--- src/rtl/uart_tx_framer_if.sv ---
// Handshake and per-frame configuration bundle between the TX FIFO and the UART framer.
interface uart_tx_framer_if #(
  parameter int unsigned DATA_SIZE = 8,
  parameter int unsigned DIV_WIDTH = 16
);
  logic                 tx_valid;
  logic                 tx_ready;
  logic [DATA_SIZE-1:0] data_in;
  logic [DIV_WIDTH-1:0] baud_div;
  logic                 stop2;
  logic                 parity_odd;

  modport master (
    output tx_valid, data_in, baud_div, stop2, parity_odd,
    input  tx_ready
  );

  modport slave (
    input  tx_valid, data_in, baud_div, stop2, parity_odd,
    output tx_ready
  );
endinterface

--- src/rtl/uart_tx_framer.sv ---
// UART transmitter: start, DATA_SIZE data bits LSB first, optional parity, 1 or 2 stop bits.
// Parity bit and PARITY state exist only when UART_TX_PARITY_EN is defined.
module uart_tx_framer #(
  parameter int unsigned DATA_SIZE      = 8,
  parameter int unsigned DIV_WIDTH      = 16,
  parameter int unsigned BIT_COUNT_SIZE = $clog2(DATA_SIZE + 1)
) (
  input  logic               clk,
  input  logic               reset_n,
  uart_tx_framer_if.slave    bus,
  output logic               serial_data_out,
  output logic               tx_busy,
  output logic               tx_done
);

`ifdef UART_TX_PARITY_EN
  typedef enum logic [2:0] {StIdle, StStart, StData, StParity, StStop} state_e;
`else
  typedef enum logic [2:0] {StIdle, StStart, StData, StStop} state_e;
`endif

  state_e                    state_q, state_d;
  logic [DIV_WIDTH-1:0]      div_cnt_q, div_cnt_d;
  logic [DIV_WIDTH-1:0]      div_q, div_d;
  logic [BIT_COUNT_SIZE-1:0] bit_cnt_q, bit_cnt_d;
  logic [DATA_SIZE-1:0]      shift_q, shift_d;
  logic                      stop_cnt_q, stop_cnt_d;
  logic                      stop2_q, stop2_d;
  logic                      line_q, line_d;
  logic                      ready_q, ready_d;
  logic                      busy_q, busy_d;
  logic                      done_q, done_d;
  logic                      tick;
`ifdef UART_TX_PARITY_EN
  logic                      par_q, par_d;
`else
  logic                      unused_parity_odd;
  assign unused_parity_odd = bus.parity_odd;
`endif

  assign tick = (div_cnt_q == div_q);

  always_comb begin
    state_d    = state_q;
    div_cnt_d  = div_cnt_q;
    div_d      = div_q;
    bit_cnt_d  = bit_cnt_q;
    shift_d    = shift_q;
    stop_cnt_d = stop_cnt_q;
    stop2_d    = stop2_q;
    line_d     = line_q;
    ready_d    = ready_q;
    busy_d     = busy_q;
    done_d     = 1'b0;
`ifdef UART_TX_PARITY_EN
    par_d      = par_q;
`endif

    if (state_q != StIdle) begin
      div_cnt_d = tick ? '0 : div_cnt_q + DIV_WIDTH'(1);
    end

    case (state_q)
      StIdle: begin
        if (bus.tx_valid && ready_q) begin
          state_d    = StStart;
          shift_d    = bus.data_in;
          div_d      = bus.baud_div;
          stop2_d    = bus.stop2;
`ifdef UART_TX_PARITY_EN
          par_d      = (^bus.data_in) ^ bus.parity_odd;
`endif
          div_cnt_d  = '0;
          bit_cnt_d  = '0;
          stop_cnt_d = 1'b0;
          line_d     = 1'b0;
          ready_d    = 1'b0;
          busy_d     = 1'b1;
        end
      end
      StStart: begin
        if (tick) begin
          state_d = StData;
          line_d  = shift_q[0];
        end
      end
      StData: begin
        if (tick) begin
          if (bit_cnt_q == BIT_COUNT_SIZE'(DATA_SIZE - 1)) begin
`ifdef UART_TX_PARITY_EN
            state_d = StParity;
            line_d  = par_q;
`else
            state_d = StStop;
            line_d  = 1'b1;
`endif
          end else begin
            // Shift register keeps the next data bit at index 1 of the current word.
            bit_cnt_d = bit_cnt_q + BIT_COUNT_SIZE'(1);
            shift_d   = shift_q >> 1;
            line_d    = shift_q[1];
          end
        end
      end
`ifdef UART_TX_PARITY_EN
      StParity: begin
        if (tick) begin
          state_d = StStop;
          line_d  = 1'b1;
        end
      end
`endif
      StStop: begin
        if (tick) begin
          if (stop_cnt_q == stop2_q) begin
            state_d = StIdle;
            done_d  = 1'b1;
            ready_d = 1'b1;
            busy_d  = 1'b0;
          end else begin
            stop_cnt_d = 1'b1;
          end
        end
      end
      default: begin
        state_d   = StIdle;
        div_cnt_d = '0;
        line_d    = 1'b1;
        ready_d   = 1'b1;
        busy_d    = 1'b0;
      end
    endcase
  end

  always_ff @(posedge clk or negedge reset_n) begin
    if (!reset_n) begin
      state_q    <= StIdle;
      div_cnt_q  <= '0;
      div_q      <= '0;
      bit_cnt_q  <= '0;
      shift_q    <= '0;
      stop_cnt_q <= 1'b0;
      stop2_q    <= 1'b0;
      line_q     <= 1'b1;
      ready_q    <= 1'b1;
      busy_q     <= 1'b0;
      done_q     <= 1'b0;
`ifdef UART_TX_PARITY_EN
      par_q      <= 1'b0;
`endif
    end else begin
      state_q    <= state_d;
      div_cnt_q  <= div_cnt_d;
      div_q      <= div_d;
      bit_cnt_q  <= bit_cnt_d;
      shift_q    <= shift_d;
      stop_cnt_q <= stop_cnt_d;
      stop2_q    <= stop2_d;
      line_q     <= line_d;
      ready_q    <= ready_d;
      busy_q     <= busy_d;
      done_q     <= done_d;
`ifdef UART_TX_PARITY_EN
      par_q      <= par_d;
`endif
    end
  end

  assign bus.tx_ready    = ready_q;
  assign serial_data_out = line_q;
  assign tx_busy         = busy_q;
  assign tx_done         = done_q;

endmodule

--- src/flat_wrapper.sv ---
// flat-port wrapper written by rule: the top's interface ports become plain ports
module uart_tx_framer_flat 
#(
  parameter int unsigned DATA_SIZE      = 8,
  parameter int unsigned DIV_WIDTH      = 16,
  parameter int unsigned BIT_COUNT_SIZE = $clog2(DATA_SIZE + 1)
)
  (clk, reset_n, serial_data_out, tx_busy, tx_done, bus_tx_valid, bus_data_in, bus_baud_div, bus_stop2, bus_parity_odd, bus_tx_ready);
  uart_tx_framer_if #(.DATA_SIZE(DATA_SIZE), .DIV_WIDTH(DIV_WIDTH)) bus_i ();
  input  logic clk;
  input  logic reset_n;
  output logic serial_data_out;
  output logic tx_busy;
  output logic tx_done;
  input wire logic [$bits(bus_i.tx_valid)-1:0] bus_tx_valid;
  input wire logic [$bits(bus_i.data_in)-1:0] bus_data_in;
  input wire logic [$bits(bus_i.baud_div)-1:0] bus_baud_div;
  input wire logic [$bits(bus_i.stop2)-1:0] bus_stop2;
  input wire logic [$bits(bus_i.parity_odd)-1:0] bus_parity_odd;
  output wire logic [$bits(bus_i.tx_ready)-1:0] bus_tx_ready;
  assign bus_i.tx_valid = bus_tx_valid;
  assign bus_i.data_in = bus_data_in;
  assign bus_i.baud_div = bus_baud_div;
  assign bus_i.stop2 = bus_stop2;
  assign bus_i.parity_odd = bus_parity_odd;
  assign bus_tx_ready = bus_i.tx_ready;
  uart_tx_framer #(.DATA_SIZE(DATA_SIZE), .DIV_WIDTH(DIV_WIDTH), .BIT_COUNT_SIZE(BIT_COUNT_SIZE)) u_core (.clk(clk), .reset_n(reset_n), .bus(bus_i), .serial_data_out(serial_data_out), .tx_busy(tx_busy), .tx_done(tx_done));
endmodule
--- config.mk ---
export PLATFORM = sky130hd
export DESIGN_NAME = uart_tx_framer_flat
export DESIGN_NICKNAME = d
export VERILOG_FILES = /design/src/rtl/uart_tx_framer_if.sv /design/src/rtl/uart_tx_framer.sv /design/src/flat_wrapper.sv
export SDC_FILE = /design/constraint.sdc
export NUM_CORES = 1
export LEC_CHECK = 0
export CAP_MARGIN = 20
export CORE_ASPECT_RATIO = 0.6
export CORE_MARGIN = 1.5
export CORE_UTILIZATION = 55
export DETAILED_ROUTE_END_ITERATION = 12
export DONT_BUFFER_PORTS = 1
export PLACE_DENSITY_LB_ADDON = 0.2
export SYNTH_ARGS = -nofsm -noshare
export SYNTH_HDL_FRONTEND = slang
export SYNTH_SLANG_ARGS = --single-unit
--- constraint.sdc ---
create_clock -name clk -period 2.5 [get_ports clk]
set_input_delay 0.125 -clock clk [delete_from_list [all_inputs] [get_ports clk]]
set_output_delay 0.125 -clock clk [all_outputs]
set_load 0.02 [all_outputs]
==> impl_metrics.py <==
metrics = {
    "setup_path": {
        "critPathMaxFanout": 6,
        "worst-endpoint-required_ns": 2.69,
        "rr_startpoint": "u_core.div_cnt_q[2]$_DFF_PN0_",
        "end_kind": "flip-flop",
        "arrival_ns": 2.48,
        "crit_type": "flip-flop to flip-flop",
        "rr_worst_depth": 7,
        "cp-endpoint": "u_core.state_q[1]$_DFFE_PN0P_",
        "startpoint": "u_core.div_cnt_q[2]$_DFF_PN0_",
        "worst-r2r-setup-slack_ns": 0.22,
        "r2r_end": "u_core.state_q[1]$_DFFE_PN0P_",
        "start_kind": "flip-flop",
    },
    "job": {
        "maxCapViolations": 0,
    },
    "finish": {
        "most-common-layout-cells": "dfrtp_1 (50), xnor2_1 (22), nor2_1 (22)",
        "final_nets": 287,
        "diodes": 0,
        "multi_input_area_mm2": 0.00120,
        "syn_to_final_growth_pct": 17.3,
        "drive_above_1_share_pct": 17.8,
        "fin_cells": 313,
        "design_area_mm2": 0.00300,
        "regArea_mm2": 0.00130,
        "layout_commonest_cell": "dfrtp_1",
        "num-fill-cells": 309,
    },
    "drt": {
        "wl_per_cell_um": 17.1,
        "drt_wl_total_um": 5360,
        "vias": 1799,
        "vias_per_cell": 5.75,
        "route.detailed.drc": 0,
        "first_pass_iters": 4,
        "drt_iter0_markers": 103,
        "antenna_left": 0,
    },
    "logic_synthesis": {
        "synth-edff-count": 0,
        "netlist_instances": 225,
        "yosysWarnings": 0,
        "synth.avg_cell_area_um2": 11.4,
        "ys_seq_area_share_pct": 51.0,
        "yosys-top-cells-area": "dfrtp_1 (49%), mux2_2 (7.9%), xnor2_1 (7.5%)",
        "ys_seq_elements": 52,
        "syn_area_mm2": 0.00256,
        "postSynth.asyncResetShare_pct": 100,
        "syn-num-nets": 260,
        "synth_top_area_share_pct": 48.9,
        "synthFlopType": "dfrtp_1",
        "synth_top_area_cell": "dfrtp_1",
        "synth_cell_types": 37,
    },
    "placed_design": {
        "dp_cells": 283,
        "placed_area_mm2": 0.00265,
        "numPortBuffers": 0,
        "place_hpwl_um": 3640,
        "gp_congestion": 0.800,
    },
    "timing": {
        "rsz0062_at_grt": "false",
        "setup_violations": 0,
        "slew_viol_final": 0,
        "tns_ns": 0,
        "period_needed_ns": 2.28,
        "post-route-period-util_pct": 91.3,
        "fin_skew_ns": 0.00911,
        "max_freq_ghz": 0.438,
        "worstMarginPinSlew_ns": 0.461,
        "maxSlewHeadroom_pct": 69.2,
        "finalHoldViolations": 0,
    },
    "worst_hold_path": {
        "hold_path_class": "primary input to flip-flop",
    },
    "pwr": {
        "p_per_area_mw_per_mm2": 503,
        "p_leak_nw": 1.33,
        "ir_drop_v": 0.000335,
    },
    "die": {
        "ios": 33,
        "fp.dieH_um": 55.8,
        "core_mm2": 0.00428,
        "fp-row-count": 18,
        "start_util_pct": 59.8,
        "die_area_mm2": 0.00508,
        "dieWidth_um": 91.1,
    },
    "grt": {
        "track_usage_pct": 23.0,
        "grt_pass1_wl_um": 9000,
        "grt_max_degree": 53,
        "global_route.overflow_total": 0,
        "antenna_found_initial": 0,
        "grt_pass1_vias": 1791,
    },
    "cts": {
        "cts_max_level": 2,
        "clock_sink_count": 52,
        "clockRootBuffer": "clkbuf_8",
        "clock_latency_ns": 0.31,
        "post_cts_resized": 0,
        "cts.clk_slew.worst_paths_ns": 0.10,
        "numCtsBuffers": 5,
        "cts_tree": "done",
        "cts_buffer_depth": 2,
    },
    "outcome": {
        "status": "finished clean",
    },
}
-- worst min-delay path by stage --
stage                         startpoint                               to  cells after the start
after floorplan                  reset_n  u_core.bit_cnt_q[0]$_DFFE_PN0P_                      0
after global placement           reset_n       u_core.tx_busy$_DFFE_PN0P_                      0
after detailed placement         reset_n    u_core.state_q[0]$_DFFE_PN0P_                      0
after CTS                 bus_data_in[4]    u_core.shift_q[4]$_DFFE_PN0P_                      2
after global routing      bus_data_in[5]    u_core.shift_q[5]$_DFFE_PN0P_                      2
final                     bus_data_in[5]    u_core.shift_q[5]$_DFFE_PN0P_                      2
-- stage by stage --
| step | utilization, % | power (W) | hold WS [ns] | setup slack (ns) |
|---|---|---|---|---|
| 2_1_floorplan | - | 0.000873 | -0.171 | 0.353 |
| 3_3_place_gp | 61.8 | 0.000875 | -0.169 | 0.200 |
| 3_5_place_dp | 61.8 | 0.000876 | -0.170 | 0.159 |
| 4_1_cts | 69.8 | 0.00152 | 0.0218 | 0.113 |
| 5_1_grt | 70.1 | 0.00157 | 0.0230 | 0.0524 |
| 6_report | 70.1 | 0.00151 | 0.0281 | 0.216 |
-- report_power, final --
| group | internal, W | switching [W] |
|---|---|---|
| registers | 0.000846 | 0.00000331 |
| clock network | 0.000328 | 0.000278 |
| logic | 0.0000296 | 0.0000250 |
| total | 0.00120 | 0.000306 |
-- cell type report --
| cell class | instances | area share [%] |
|---|---|---|
| Clock inverter | 2 | 1.29 |
| Multi-Input combinational cell | 159 | 40.0 |
| Inverter | 6 | 0.751 |
| Sequential cell | 52 | 43.5 |
| Clock buffer | 6 | 2.75 |
| Timing Repair Buffer | 28 | 9.26 |
| Tap cell | 60 | 2.50 |
-- timing repair --
| action | CTS | global route |
|---|---|---|
| hold endpoints to repair | 70 | 0 |
| setup buffers | 0 | 2 |
| hold buffers | 20 | 0 |
| endpoints found under the setup margin | 0 | 1 |
-- cell usage after synthesis (2+ instances only) --
cell	n
a22oi_1	2
and2_1	2
nand3_1	7
xnor2_1	22
clkbuf_1	6
a22o_1	2
mux2_2	18
inv_1	6
ha_1	6
and3_2	2
o21ai_0	21
nand2_1	9
dfstp_2	2
dfrtp_1	50
mux2i_1	10
nand4_1	7
nor2_1	22
o31ai_1	3
buf_2	2
xor2_1	9
-- kinds of logic after synthesis --
group / count (synthesis) / share of synthesized area [%]
and+or+nand+nor: 59 / 12.1
buffers and inverters: 14 / 2.15
muxes: 29 / 12.4
adders and majority gates: 6 / 2.93
AOI/OAI and AO/OA: 34 / 8.80
DFF: 52 / 51.0
xor gates and xnor gates: 31 / 10.6
-- per-layer routing --
metal,vias up,global-route usage [%],share of wire (%)
met2,49,32.7,44
li1,837,-,-
met5,-,0,0
met1,903,34.6,50
met3,10,5.33,4.8
met4,0,7.59,1.7
-- worst max-delay path, cell delays in order, from the launching register on --
cell,delay [ns]
dfrtp_1,0.45
xnor2_1,0.23
nand4_1,0.18
nor4_4,0.28
buf_4,0.19
nand2_2,0.08
a2111oi_4,0.42
mux2_4,0.33
-- flip-flops by register name, summed over array words and instances (netlist names) --
signal / cells
u_core.div_q: 16
u_core.bit_cnt_q: 4
u_core.state_q: 2
u_core.tx_busy: 1
u_core.tx_done: 1
u_core.stop2_q: 1
u_core.serial_data_out: 1
u_core.bus.tx_ready: 1
u_core.stop_cnt_q: 1
u_core.div_cnt_q: 16
u_core.shift_q: 8
Power figures use the tool's default switching activity.
